File: src/rtl/pipe_pkg.sv
// ----------------------------------------------------------------------------
// pipe_pkg
// Shared constants and types for the generic inter-stage pipeline latch
// (pipe_stage_gen):
//   - MAX_DEPTH                            : deepest legal latch chain
//   - EX_CTRL_LSB / M_CTRL_LSB / WB_CTRL_LSB: ID/EX control field offsets
//   - CH_BUS_A / CH_BUS_B / CH_IMMED / CH_INSTRUC: data channel indices
//   - stage_act_e                          : per-edge action shared by all stages
// No ports (package).
// ----------------------------------------------------------------------------
package pipe_pkg;

    localparam int unsigned MAX_DEPTH = 4;

    // ID/EX control word layout: {WB[7:6], M[5:4], EX[3:0]}
    localparam int unsigned EX_CTRL_LSB = 0;
    localparam int unsigned M_CTRL_LSB  = 4;
    localparam int unsigned WB_CTRL_LSB = 6;

    // Channel k sits at data[k*DATA_W +: DATA_W]
    localparam int unsigned CH_BUS_A   = 0;
    localparam int unsigned CH_BUS_B   = 1;
    localparam int unsigned CH_IMMED   = 2;
    localparam int unsigned CH_INSTRUC = 3;

    // What every stage does on the coming edge
    typedef enum logic [1:0] {
        ACT_HOLD  = 2'd0,
        ACT_CLEAR = 2'd1,
        ACT_LOAD  = 2'd2
    } stage_act_e;

    // True when a depth value can be built
    function automatic bit depth_legal(input int unsigned depth);
        return (depth >= 1) && (depth <= MAX_DEPTH);
    endfunction

endpackage

File: src/rtl/pipe_stage_cell.sv
// ----------------------------------------------------------------------------
// pipe_stage_cell
// One pipeline latch: valid bit, control field and data bus.
// Priority per edge: clear > hold > load; with none asserted it keeps its value.
// Ports:
//   clock, reset        : rising-edge clock, async active-high reset
//   hold, clear, load   : stage action for this edge
//   valid_d/ctrl_d/data_d : value captured on load
//   valid_q/ctrl_q/data_q : registered stage contents
// ----------------------------------------------------------------------------
module pipe_stage_cell #(
    parameter int unsigned CTRL_W    = 8,
    parameter int unsigned DATA_BITS = 128
) (
    input  logic                 clock,
    input  logic                 reset,
    input  logic                 hold,
    input  logic                 clear,
    input  logic                 load,
    input  logic                 valid_d,
    input  logic [CTRL_W-1:0]    ctrl_d,
    input  logic [DATA_BITS-1:0] data_d,
    output logic                 valid_q,
    output logic [CTRL_W-1:0]    ctrl_q,
    output logic [DATA_BITS-1:0] data_q
);

    // Stage register
    always_ff @(posedge clock or posedge reset) begin
        if (reset) begin
            valid_q <= 1'b0;
            ctrl_q  <= '0;
            data_q  <= '0;
        end else if (clear) begin
            valid_q <= 1'b0;
            ctrl_q  <= '0;
            data_q  <= '0;
        end else if (!hold && load) begin
            valid_q <= valid_d;
            ctrl_q  <= ctrl_d;
            data_q  <= data_d;
        end
    end

endmodule

File: src/rtl/pipe_stage_gen.sv
// ----------------------------------------------------------------------------
// pipe_stage_gen
// Parametrised inter-stage pipeline latch (IF/ID .. MEM/WB class): carries a
// valid bit, a control field and NUM_CH data buses through DEPTH stages, with
// global enable, stall, entry bubble and full flush.
// Optional statistics counters: define PIPE_STAGE_STATS_EN to build the
// saturating stall/bubble counters; otherwise both count ports read 0.
// Ports:
//   clock, reset          : rising-edge clock, async active-high reset
//   enable                : 0 freezes every register including counters
//   stall                 : hold all stages
//   bubble                : insert an empty slot at stage 0
//   flush                 : empty every stage (beats stall and bubble)
//   valid_in/ctrl_in/data_in    : entry instruction
//   valid_out/ctrl_out/data_out : last-stage contents (registered)
//   stall_cnt, bubble_cnt : saturating statistics
// ----------------------------------------------------------------------------
module pipe_stage_gen
    import pipe_pkg::*;
#(
    parameter int unsigned DATA_W              = 32,
    parameter int unsigned NUM_CH              = 4,
    parameter int unsigned CTRL_W              = 8,
    parameter int unsigned DEPTH               = 1,
    parameter bit          ZERO_CTRL_ON_BUBBLE = 1'b1,
    parameter int unsigned CNT_W               = 16
) (
    input  logic                     clock,
    input  logic                     reset,
    input  logic                     enable,
    input  logic                     stall,
    input  logic                     bubble,
    input  logic                     flush,
    input  logic                     valid_in,
    input  logic [CTRL_W-1:0]        ctrl_in,
    input  logic [NUM_CH*DATA_W-1:0] data_in,
    output logic                     valid_out,
    output logic [CTRL_W-1:0]        ctrl_out,
    output logic [NUM_CH*DATA_W-1:0] data_out,
    output logic [CNT_W-1:0]         stall_cnt,
    output logic [CNT_W-1:0]         bubble_cnt
);

    localparam int unsigned BUS_W = NUM_CH * DATA_W;

    // Reject unsupported depths at elaboration
    if (!depth_legal(DEPTH)) begin : g_bad_depth
        $error("pipe_stage_gen: DEPTH=%0d outside 1..%0d", DEPTH, MAX_DEPTH);
    end

    // Priority decode: enable, then flush, then stall, else advance
    stage_act_e act_c;
    always_comb begin
        act_c = ACT_LOAD;
        if (!enable) begin
            act_c = ACT_HOLD;
        end else if (flush) begin
            act_c = ACT_CLEAR;
        end else if (stall) begin
            act_c = ACT_HOLD;
        end
    end

    logic hold_c, clear_c, load_c;
    assign hold_c  = (act_c == ACT_HOLD);
    assign clear_c = (act_c == ACT_CLEAR);
    assign load_c  = (act_c == ACT_LOAD);

    // Stage-0 source: an explicit bubble and an invalid entry look the same
    logic              entry_empty_c;
    logic              entry_valid_c;
    logic [CTRL_W-1:0] entry_ctrl_c;
    logic [BUS_W-1:0]  entry_data_c;
    always_comb begin
        entry_empty_c = bubble || !valid_in;
        entry_valid_c = !entry_empty_c;
        entry_ctrl_c  = ctrl_in;
        entry_data_c  = data_in;
        if (entry_empty_c) begin
            entry_data_c = '0;
            if (ZERO_CTRL_ON_BUBBLE) begin
                entry_ctrl_c = '0;
            end
        end
    end

    logic              stage_valid [DEPTH];
    logic [CTRL_W-1:0] stage_ctrl  [DEPTH];
    logic [BUS_W-1:0]  stage_data  [DEPTH];

    // Latch chain: stage 0 fed from the entry mux, stage i from stage i-1
    for (genvar i = 0; i < DEPTH; i++) begin : g_stage
        logic              src_valid;
        logic [CTRL_W-1:0] src_ctrl;
        logic [BUS_W-1:0]  src_data;

        if (i == 0) begin : g_head
            assign src_valid = entry_valid_c;
            assign src_ctrl  = entry_ctrl_c;
            assign src_data  = entry_data_c;
        end else begin : g_tail
            assign src_valid = stage_valid[i-1];
            assign src_ctrl  = stage_ctrl[i-1];
            assign src_data  = stage_data[i-1];
        end

        pipe_stage_cell #(
            .CTRL_W    (CTRL_W),
            .DATA_BITS (BUS_W)
        ) u_cell (
            .clock   (clock),
            .reset   (reset),
            .hold    (hold_c),
            .clear   (clear_c),
            .load    (load_c),
            .valid_d (src_valid),
            .ctrl_d  (src_ctrl),
            .data_d  (src_data),
            .valid_q (stage_valid[i]),
            .ctrl_q  (stage_ctrl[i]),
            .data_q  (stage_data[i])
        );
    end

    assign valid_out = stage_valid[DEPTH-1];
    assign ctrl_out  = stage_ctrl[DEPTH-1];
    assign data_out  = stage_data[DEPTH-1];

`ifdef PIPE_STAGE_STATS_EN
    localparam logic [CNT_W-1:0] CNT_MAX = '1;

    // A stall alongside a bubble counts only as a stall
    logic stall_inc_c, bubble_inc_c;
    assign stall_inc_c  = enable && stall && !flush;
    assign bubble_inc_c = enable && bubble && !stall && !flush;

    // Saturating statistics counters
    always_ff @(posedge clock or posedge reset) begin
        if (reset) begin
            stall_cnt  <= '0;
            bubble_cnt <= '0;
        end else begin
            if (stall_inc_c && (stall_cnt != CNT_MAX)) begin
                stall_cnt <= stall_cnt + CNT_W'(1);
            end
            if (bubble_inc_c && (bubble_cnt != CNT_MAX)) begin
                bubble_cnt <= bubble_cnt + CNT_W'(1);
            end
        end
    end
`else
    assign stall_cnt  = '0;
    assign bubble_cnt = '0;
`endif

endmodule

File: config.mk
export PLATFORM = sky130hd
export DESIGN_NAME = pipe_stage_gen
export DESIGN_NICKNAME = d
export VERILOG_FILES = /design/src/rtl/pipe_pkg.sv /design/src/rtl/pipe_stage_cell.sv /design/src/rtl/pipe_stage_gen.sv
export SDC_FILE = /design/constraint.sdc
export NUM_CORES = 1
export LEC_CHECK = 0
export ABC_CLOCK_PERIOD_IN_PS = 3800
export BUFFER_PORTS_ARGS = -buffer_cell sky130_fd_sc_hd__buf_4
export CAP_MARGIN = 5
export CELL_PAD_IN_SITES_DETAIL_PLACEMENT = 1
export CELL_PAD_IN_SITES_GLOBAL_PLACEMENT = 1
export CORE_ASPECT_RATIO = 1.5
export CORE_MARGIN = 5
export CORE_UTILIZATION = 34
export CTS_CLUSTER_SIZE = 16
export DETAILED_ROUTE_END_ITERATION = 16
export GPL_ROUTABILITY_DRIVEN = 0
export PLACE_DENSITY_LB_ADDON = 0.1
export SYNTH_ARGS = -nofsm -noshare
export SYNTH_HDL_FRONTEND = slang
export SYNTH_HIERARCHICAL = 1
export SYNTH_SLANG_ARGS = --single-unit
File: constraint.sdc
create_clock -name clock -period 3.8 [get_ports clock]
set_input_delay 0.38 -clock clock [delete_from_list [all_inputs] [get_ports clock]]
set_output_delay 0.38 -clock clock [all_outputs]
set_load 0.02 [all_outputs]
# [Word-level counts from Yosys, hierarchy flattened]
# Index checks and enable logic that the tools add are counted.
# Widths: inputs -> output; s select.
[word_totals] inputBits=143 output_inout_bits=169 wordCells=23 ff_bits=137
[classes] n_reduce_logical=7 mux=11 eq_ne=2
[op_table] op="$mux 128" n=3
[op_table] op="$mux 8" n=3
[op_table] op="$mux 2" n=3
[op_table] op="$logic_not 1->1" n=3
[op_table] op="$eq 2x1->1 const B" n=1
[op_table] op="$eq 2x2->1 const B" n=1
[op_table] op="$logic_not 2->1" n=1
[op_table] op="$mux 1" n=2
[op_table] op="$reduce_bool 2->1" n=1
[op_table] op="$logic_and 1x1->1" n=1
[op_table] op="$logic_or 1x1->1" n=1

# [Longest topological paths before layout]
# Gate-level depths: netlist of run 1.
[logic_depth] depth_word=8 mapped_depth=6 mapped_depth_nobuf=4

# [Hierarchy]
# The synthesis of run 1 kept the hierarchy.
[modules_own_cells] module="pipe_stage_cell" cells_each=625 area_per_inst_um2=6892.9 seq_area_each_um2=3428.3 instances=1
[modules_own_cells] module="pipe_stage_gen" cells_each=189 area_per_inst_um2=1296.2 seq_area_each_um2=0.0 instances=1

# [Worst setup path after synthesis of run 1]
# OpenSTA, ideal clock, no wires.
[synth_path] path_type="input to register" startpoint="input flush" endpoint="register g_stage[0].u_cell.data_q[59]" setup_slack_ns=2.484 required_ns=3.678 path_buffers=2 setup_time_ns=0.122 arrival_time_ns=1.194 cell_stages=5 cell_sequence="nor3b_1 -> nor2b_1 -> buf_2 -> buf_4 -> o21ai_1"
[synth_between] elab_chain_len=6 word_cells_on_any_way=9 cone_classes="2 x eq/ne; 3 x mux; 4 x reduce/logical"
[synth_lines] element="start, declared" line="pipe_stage_gen.sv:33" source="input logic flush,"
[synth_lines] element="$mux 2 (*)" line="pipe_stage_gen.sv:57" source="end else if (flush) begin"
[synth_lines] element="$mux 2 (*)" line="pipe_stage_gen.sv:55" source="if (!enable) begin"
[synth_lines] element="$logic_not 2->1" line="pipe_stage_gen.sv:65" source="assign hold_c = (act_c == ACT_HOLD);"
[synth_lines] element="$logic_not 1->1" line="pipe_stage_cell.sv:38" source="end else if (!hold && load) begin"
[synth_lines] element="$logic_and 1x1->1" line="pipe_stage_cell.sv:38"
[synth_lines] element="$reduce_bool 2->1 (no line)"
[synth_lines] element="end signal, assigned" line="pipe_stage_cell.sv:41" source="data_q <= data_d;"
[synth_lines] element="end, declared" line="pipe_stage_cell.sv:25" source="output logic [DATA_BITS-1:0] data_q"
# Every way passes the cells marked *; elsewhere a longest branch is shown, timed or not.
# A chain may end at the register's enable or synchronous reset.

# [Worst setup path in the final report of run 1]
[layout_path] startpoint="input flush" endpoint="register g_stage[0].u_cell.data_q[114]"
[layout_between] elab_chain_len=6 word_cells_on_any_way=9 cone_classes="2 x eq/ne; 3 x mux; 4 x reduce/logical"
[layout_lines] element="$mux 2" line="pipe_stage_gen.sv:57"
[layout_lines] element="$mux 2" line="pipe_stage_gen.sv:55"
[layout_lines] element="$logic_not 2->1" line="pipe_stage_gen.sv:65"
[layout_lines] element="net hold_c" line="pipe_stage_gen.sv:64" source="logic hold_c, clear_c, load_c;"
[layout_lines] element="$logic_not 1->1" line="pipe_stage_cell.sv:38"
[layout_lines] element="$logic_and 1x1->1" line="pipe_stage_cell.sv:38"
[layout_lines] element="$reduce_bool 2->1 (no line)"
# The timed path passes the listed nets, and every way through them passes these cells.

==> flow_summary.json, run 1 <==
{
  "post-cts-setup-buffers": 0,
  "dp_worst_setup_slack_ps": 1618,
  "dp_hpwl_microns": 16340,
  "skew_ps": 0,
  "cts_root_buf": "clkbuf_16",
  "initial_core_util_pct": 34.49,
  "syn_area_per_cell_sq_um": 10.06,
  "pwr-share-seq_pct": 42.2,
  "synthTopCellsByArea": "dfrtp_1 42%, nand4bb_1 19%, and2_1 10%",
  "clk-insertion-delay-late_ps": 420,
  "setup-violations-final": 0,
  "antenna_found_initial": 0,
  "nFillCells": 2690,
  "finalCriticalPeriod_ps": 1746,
  "worstMarginPinSlew_ps": 943.4,
  "cp.arrival_ps": 2080,
  "dpl_cell_area_sq_um": 10200,
  "maxCapViolations": 0,
  "dieWidth_microns": 136.7,
  "power_switching_mw": 0.8782,
  "synth_common_cells": "137 x and2_1, 137 x dfrtp_1, 137 x nand2b_1, 137 x nand4bb_1, 133 x o21ai_1",
  "wl_microns": 26410,
  "clk_path_buf_depth": 2,
  "num-nets-final": 1174,
  "port_buffers": 279,
  "tns_ps": 0,
  "design_area_sq_um": 10730,
  "crit_fanout": 137,
  "yosys.area.top_type": "dfrtp_1",
  "status": "complete, no violations",
  "setup.worst_path.class": "in2reg",
  "critPathLaunchType": "input port",
  "cts_buffers": 17,
  "cp-end-kind": "flip-flop",
  "crit_required_ps": 4130,
  "drc": 0,
  "avgRoutedWirePerCell_microns": 19.42,
  "hold_buffers": 0,
  "antenna_left": 0,
  "whs_ps": 40.46,
  "finalMaxSlewViolations": 0,
  "grt_pass1_wl_microns": 40080,
  "final_hold_viol_count": 0,
  "boundaryPins": 312,
  "ys_types": 15,
  "multi_input_area_sq_um": 4121,
  "rsz0062_at_grt": "no",
  "grt_max_degree": 138,
  "yosysSeqAreaShare_pct": 41.86,
  "drive_gt1_share_pct": 30.67,
  "via_per_inst": 4.939,
  "sw_frac_of_total_pct": 24.79,
  "syn_area_sq_um": 8189,
  "htreeDepth": 4,
  "clock-sinks": 137,
  "combPwrFrac_pct": 14.4,
  "post-route-period-util_pct": 45.95,
  "synthFlopType": "dfrtp_1",
  "cts_tree": "yes",
  "postSynthCellCount": 814,
  "drt_iter0_markers": 339,
  "grt_usage_pct": 18.81,
  "grt.overflow.total": 0,
  "die_h_microns": 200.1,
  "min_path_type": "in2async",
  "intPower_mw": 2.664,
  "peakVddDrop_uv": 287.4,
  "pwr-share-clk_pct": 43.4,
  "layout.cells.non_filler": 1360,
  "first_pass_iters": 4,
  "power.density_nw_per_um2": 330.0,
  "synth_top_area_share_pct": 41.86,
  "async_flop_share_pct": 100.0,
  "synth_seq_cells": 137,
  "yosysWarnings": 6,
  "dr_total_vias": 6717,
  "final_util_pct": 45.21,
  "ff_latch_area_sq_um": 3428,
  "synth_edf_count": 0,
  "fmax_mhz": 572.8,
  "clkTransAtPathRegs_ps": 60,
  "power_mw": 3.543,
  "rows": 69,
  "dp.cells": 1331,
  "area_delta_synth_final_pct": 31.08,
  "leakage_nw": 4.836,
  "coreArea_sq_um": 23740,
  "grt_pass1_vias": 6973,
  "cts_resized": 0,
  "die-area_sq_um": 27350,
  "setup_ws_ps": 2054,
  "slew-limit-headroom_pct": 36.87
}
## cell families (layout without fill, tap and decap cells)
| family | Yosys count | after routing | synth area share, % |
|---|---|---|---|
| simple gates | 414 | 414 | 40.11 |
| other cells | 1 | 33 | 0.04579 |
| flops | 137 | 137 | 41.86 |
| compound gates | 138 | 138 | 8.434 |
| buf+inv | 124 | 319 | 9.549 |
## sequential cells by signal, summed over array words and instances (netlist names)
name,flops
g_stage.u_cell/data_q,128
g_stage.u_cell/ctrl_q,8
g_stage.u_cell/valid_q,1
## final timing paths
| kind | from | endpoint | slack, ps | cells after the start |
|---|---|---|---|---|
| max in group asynchronous | reset | g_stage[0].u_cell/data_q[118] | 2780 | 3 |
| hold reg to reg | g_stage[0].u_cell/data_q[113] | g_stage[0].u_cell/data_q[113] | 530 | 2 |
| setup reg to reg | g_stage[0].u_cell/data_q[76] | g_stage[0].u_cell/data_q[76] | 3080 | 2 |
| min in group clock | data_in[55] | g_stage[0].u_cell/data_q[55] | 330 | 4 |
| hold / removal | reset | g_stage[0].u_cell/data_q[48] | 40 | 2 |
| setup / recovery | flush | g_stage[0].u_cell/data_q[114] | 2050 | 5 |
## layout make-up
cell class / instances / area share (%)
inverter: 2 / 0.1049
multi-input combinational: 584 / 38.40
tap: 319 / 3.718
timing repair buffer: 289 / 20.91
clock inverter: 4 / 0.4196
antenna: 1 / 0.02331
clock buffer: 24 / 4.488
sequential: 137 / 31.94
## power by group through the flow
stage | Combinational [mW] | Clock (mW) | Sequential (mW)
floorplan | 0.305 | 0 | 1.55
detailed placement | 0.515 | 0 | 1.52
global placement | 0.514 | 0 | 1.52
global route | 0.553 | 1.66 | 1.50
finish | 0.509 | 1.54 | 1.50
CTS | 0.517 | 1.59 | 1.50
## placed cells by master, fill, tap and decap left out, drive strengths merged
cell type | Yosys | final
o21ai | 138 | 138
diode | 0 | 1
clkinv | 0 | 3
nand4bb | 137 | 137
clkinvlp | 0 | 1
bufinv | 0 | 1
nor3b | 1 | 1
nand2b | 137 | 137
clkbuf | 17 | 24
nor2b | 2 | 2
dfrtp | 137 | 137
inv | 2 | 1
conb | 1 | 32
buf | 105 | 289
and2 | 137 | 137
## worst max-delay path, cell delays in order
cell and delay [ps]:
buf_4 130, o21ai_4 740, nor2b_4 80, buf_12 270, o21ai_1 270
## routing by layer
| layer | up-vias | wire length, microns | part of all wire [%] | global-route usage, % |
|---|---|---|---|---|
| li1 | 3157 | - | - | - |
| met2 | 208 | 12870 | 49 | 30.42 |
| met3 | 30 | 1979 | 7.5 | 6.394 |
| met5 | - | 0 | 0 | 0 |
| met1 | 3322 | 10980 | 42 | 23.54 |
| met4 | 0 | 580 | 2.2 | 6.350 |
Power figures use the tool's default switching activity.
==> inputs of run 2 (changes only) <==
- ABC_AREA: default -> 1
- ABC_CLOCK_PERIOD_IN_PS: 3800 -> 1600
- CORE_UTILIZATION: 34 -> 31
- clock period: 3.8 -> 1.6 ns (I/O delays scaled with it)
==> run 2 against run 1 <==
  * Worst setup slack lost 1600 ps
  * Critical path depth shrank 4
  * Synthesized cell count grew 17%
  * Sequential power grew 140%
  * Sequential cell count is the same
  * Count of clock-buffer cells in the layout grew 1
  * Synthesized area shrank 9.0%
  * Cell count grew 12%
  * Worst hold slack gained 36 ps
  * Total power grew to 2.6 times the previous value
  * Non-clock buffer count grew 20
  * Clock skew is the same
  * Critical path type is now reg2out
  * Critical endpoint is now data_out[7]
  * Largest cell class is now sequential cells
  * Largest power group unchanged
==> flow_summary.json, run 2 <==
{
  "cts_buffers": 17,
  "intPower_mw": 6.767,
  "setup_ws_ps": 457.0,
  "power.density_nw_per_um2": 883.4,
  "power_mw": 9.068,
  "dp.cells": 1492,
  "drive_gt1_share_pct": 28.36,
  "grt_pass1_wl_microns": 40060,
  "yosysSeqAreaShare_pct": 45.98,
  "dp_worst_setup_slack_ps": 125.2,
  "synthTopCellsByArea": "dfrtp_1 46%, nand4_1 11%, nand3_1 9.2%",
  "top_regs": "g_stage.u_cell/data_q (128), g_stage.u_cell/ctrl_q (8), g_stage.u_cell/valid_q (1)",
  "final_common_cell": "buf_4",
  "dieWidth_microns": 136.6,
  "avgRoutedWirePerCell_microns": 17.19,
  "dr_total_vias": 7211,
  "die-area_sq_um": 27320,
  "post-cts-setup-buffers": 0,
  "cts_tree": "yes",
  "slew-limit-headroom_pct": 64.60,
  "diodes": 0,
  "final_util_pct": 43.24,
  "power_switching_mw": 2.301,
  "peakVddDrop_uv": 699.4,
  "tns_ps": 0,
  "cpPeakStageDelay_ps": 400,
  "dpl_cell_area_sq_um": 9622,
  "clock-sinks": 137,
  "whs_ps": 76.52,
  "crit_chain": "buf_4",
  "hold_buffers": 1,
  "synth_edf_count": 0,
  "leakage_nw": 6.162,
  "cp.arrival_ps": 980,
  "critPathLaunchType": "flip-flop",
  "layout_common_cells": "292 x buf_4, 140 x inv_1, 139 x nand2_1",
  "rsz0062_at_grt": "no",
  "htreeDepth": 4,
  "grt.overflow.total": 0,
  "dp_hpwl_microns": 17590,
  "clkTransAtPathRegs_ps": 60,
  "syn_area_per_cell_sq_um": 7.799,
  "ys_types": 14,
  "drt_iter0_markers": 333,
  "setup-violations-final": 0,
  "largest_reg_flops": 128,
  "maxCapViolations": 0,
  "synth_common_cells": "142 x inv_1, 140 x nand2_1",
  "crit_required_ps": 1440,
  "finalMaxSlewViolations": 0,
  "skew_ps": 0,
  "final_hold_viol_count": 0,
  "setup.worst_path.class": "reg2out",
  "coreArea_sq_um": 23740,
  "cp-end-kind": "output pin",
  "pwr-share-clk_pct": 47.4,
  "drc": 0,
  "layout.cells.non_filler": 1525,
  "postSynthCellCount": 956,
  "crit_fanout": 2,
  "cts_resized": 0,
  "clk_path_buf_depth": 2,
  "clk-insertion-delay-late_ps": 410,
  "rows": 69,
  "grt_usage_pct": 18.58,
  "synth.most_common_cell": "inv_1",
  "combPwrFrac_pct": 13.4,
  "port_buffers": 279,
  "yosysWarnings": 6,
  "synth_top_area_share_pct": 45.98,
  "post-route-period-util_pct": 71.44,
  "status": "complete, no violations",
  "path_delay_family": "flip-flops",
  "cts_root_buf": "clkbuf_16",
  "async_flop_share_pct": 100.0,
  "wl_microns": 26210,
  "fmax_mhz": 874.9,
  "top_register": "g_stage.u_cell/data_q",
  "antenna_found_initial": 0,
  "die_h_microns": 199.9,
  "syn_area_sq_um": 7456,
  "yosys.area.top_type": "dfrtp_1",
  "antenna_left": 0,
  "via_per_inst": 4.729,
  "grt_max_degree": 74,
  "initial_core_util_pct": 31.40,
  "grt_pass1_vias": 7144,
  "synthFlopType": "dfrtp_1",
  "num-nets-final": 1336,
  "min_path_type": "in2reg",
  "area_delta_synth_final_pct": 37.67,
  "synth_seq_cells": 137,
  "pwr-share-seq_pct": 39.2,
  "finalCriticalPeriod_ps": 1143,
  "sw_frac_of_total_pct": 25.37,
  "worstMarginPinSlew_ps": 531.0,
  "cp_slowest_cell": "dfrtp_1",
  "boundaryPins": 312,
  "worst-path-buf-inv": 1,
  "design_area_sq_um": 10260,
  "first_pass_iters": 4
}
-- run 2: power by group through the flow --
stage	Combinational, mW	Sequential, mW	Clock (mW)
2_1_floorplan	0.675	3.68	0
3_3_place_gp	1.23	3.61	0
3_5_place_dp	1.24	3.62	0
4_1_cts	1.24	3.55	4.42
5_1_grt	1.34	3.56	4.57
6_report	1.22	3.55	4.30
-- run 2: final timing paths --
| path | depth (start not counted) | start | slack (ps) | endpoint |
|---|---|---|---|---|
| max | 1 | g_stage[0].u_cell/data_q[7] | 460 | data_out[7] |
| min | 5 | data_in[34] | 80 | g_stage[0].u_cell/data_q[34] |
| max reg2reg | 2 | g_stage[0].u_cell/data_q[62] | 940 | g_stage[0].u_cell/data_q[62] |
| min reg2reg | 2 | g_stage[0].u_cell/ctrl_q[6] | 510 | g_stage[0].u_cell/ctrl_q[6] |
| max in group asynchronous | 4 | reset | 870 | g_stage[0].u_cell/data_q[27] |
| min in group asynchronous | 4 | reset | 430 | g_stage[0].u_cell/data_q[125] |
-- run 2: layer usage --
metal  vias up  track usage [%]  wire length (microns)
li1       3481                -                      -
met1      3499            23.48                  10780
met2       208            30.59                  12990
met3        23            5.291                   1883
met4         0            6.164                    555
met5         -                0                      0
-- run 2: area by class of cell --
type | count | area (sq um)
Tap cell | 319 | 399.1
Clock inverter | 7 | 137.6
Clock buffer | 25 | 495.5
Fill cell | 2935 | 13480
Multi-Input combinational cell | 585 | 2734
Sequential cell | 137 | 3428
Timing Repair Buffer | 309 | 2522
Inverter | 143 | 548.0
-- run 2: cell families (layout without fill, tap and decap cells) --
logic type	after synthesis	in the layout	synth area share, %
flip-flops	137	137	45.98
AO/OA/AOI/OAI	1	1	0.06706
buffers and inverters	265	484	19.18
other	1	32	0.05030
AND/OR/NAND/NOR	552	552	34.72
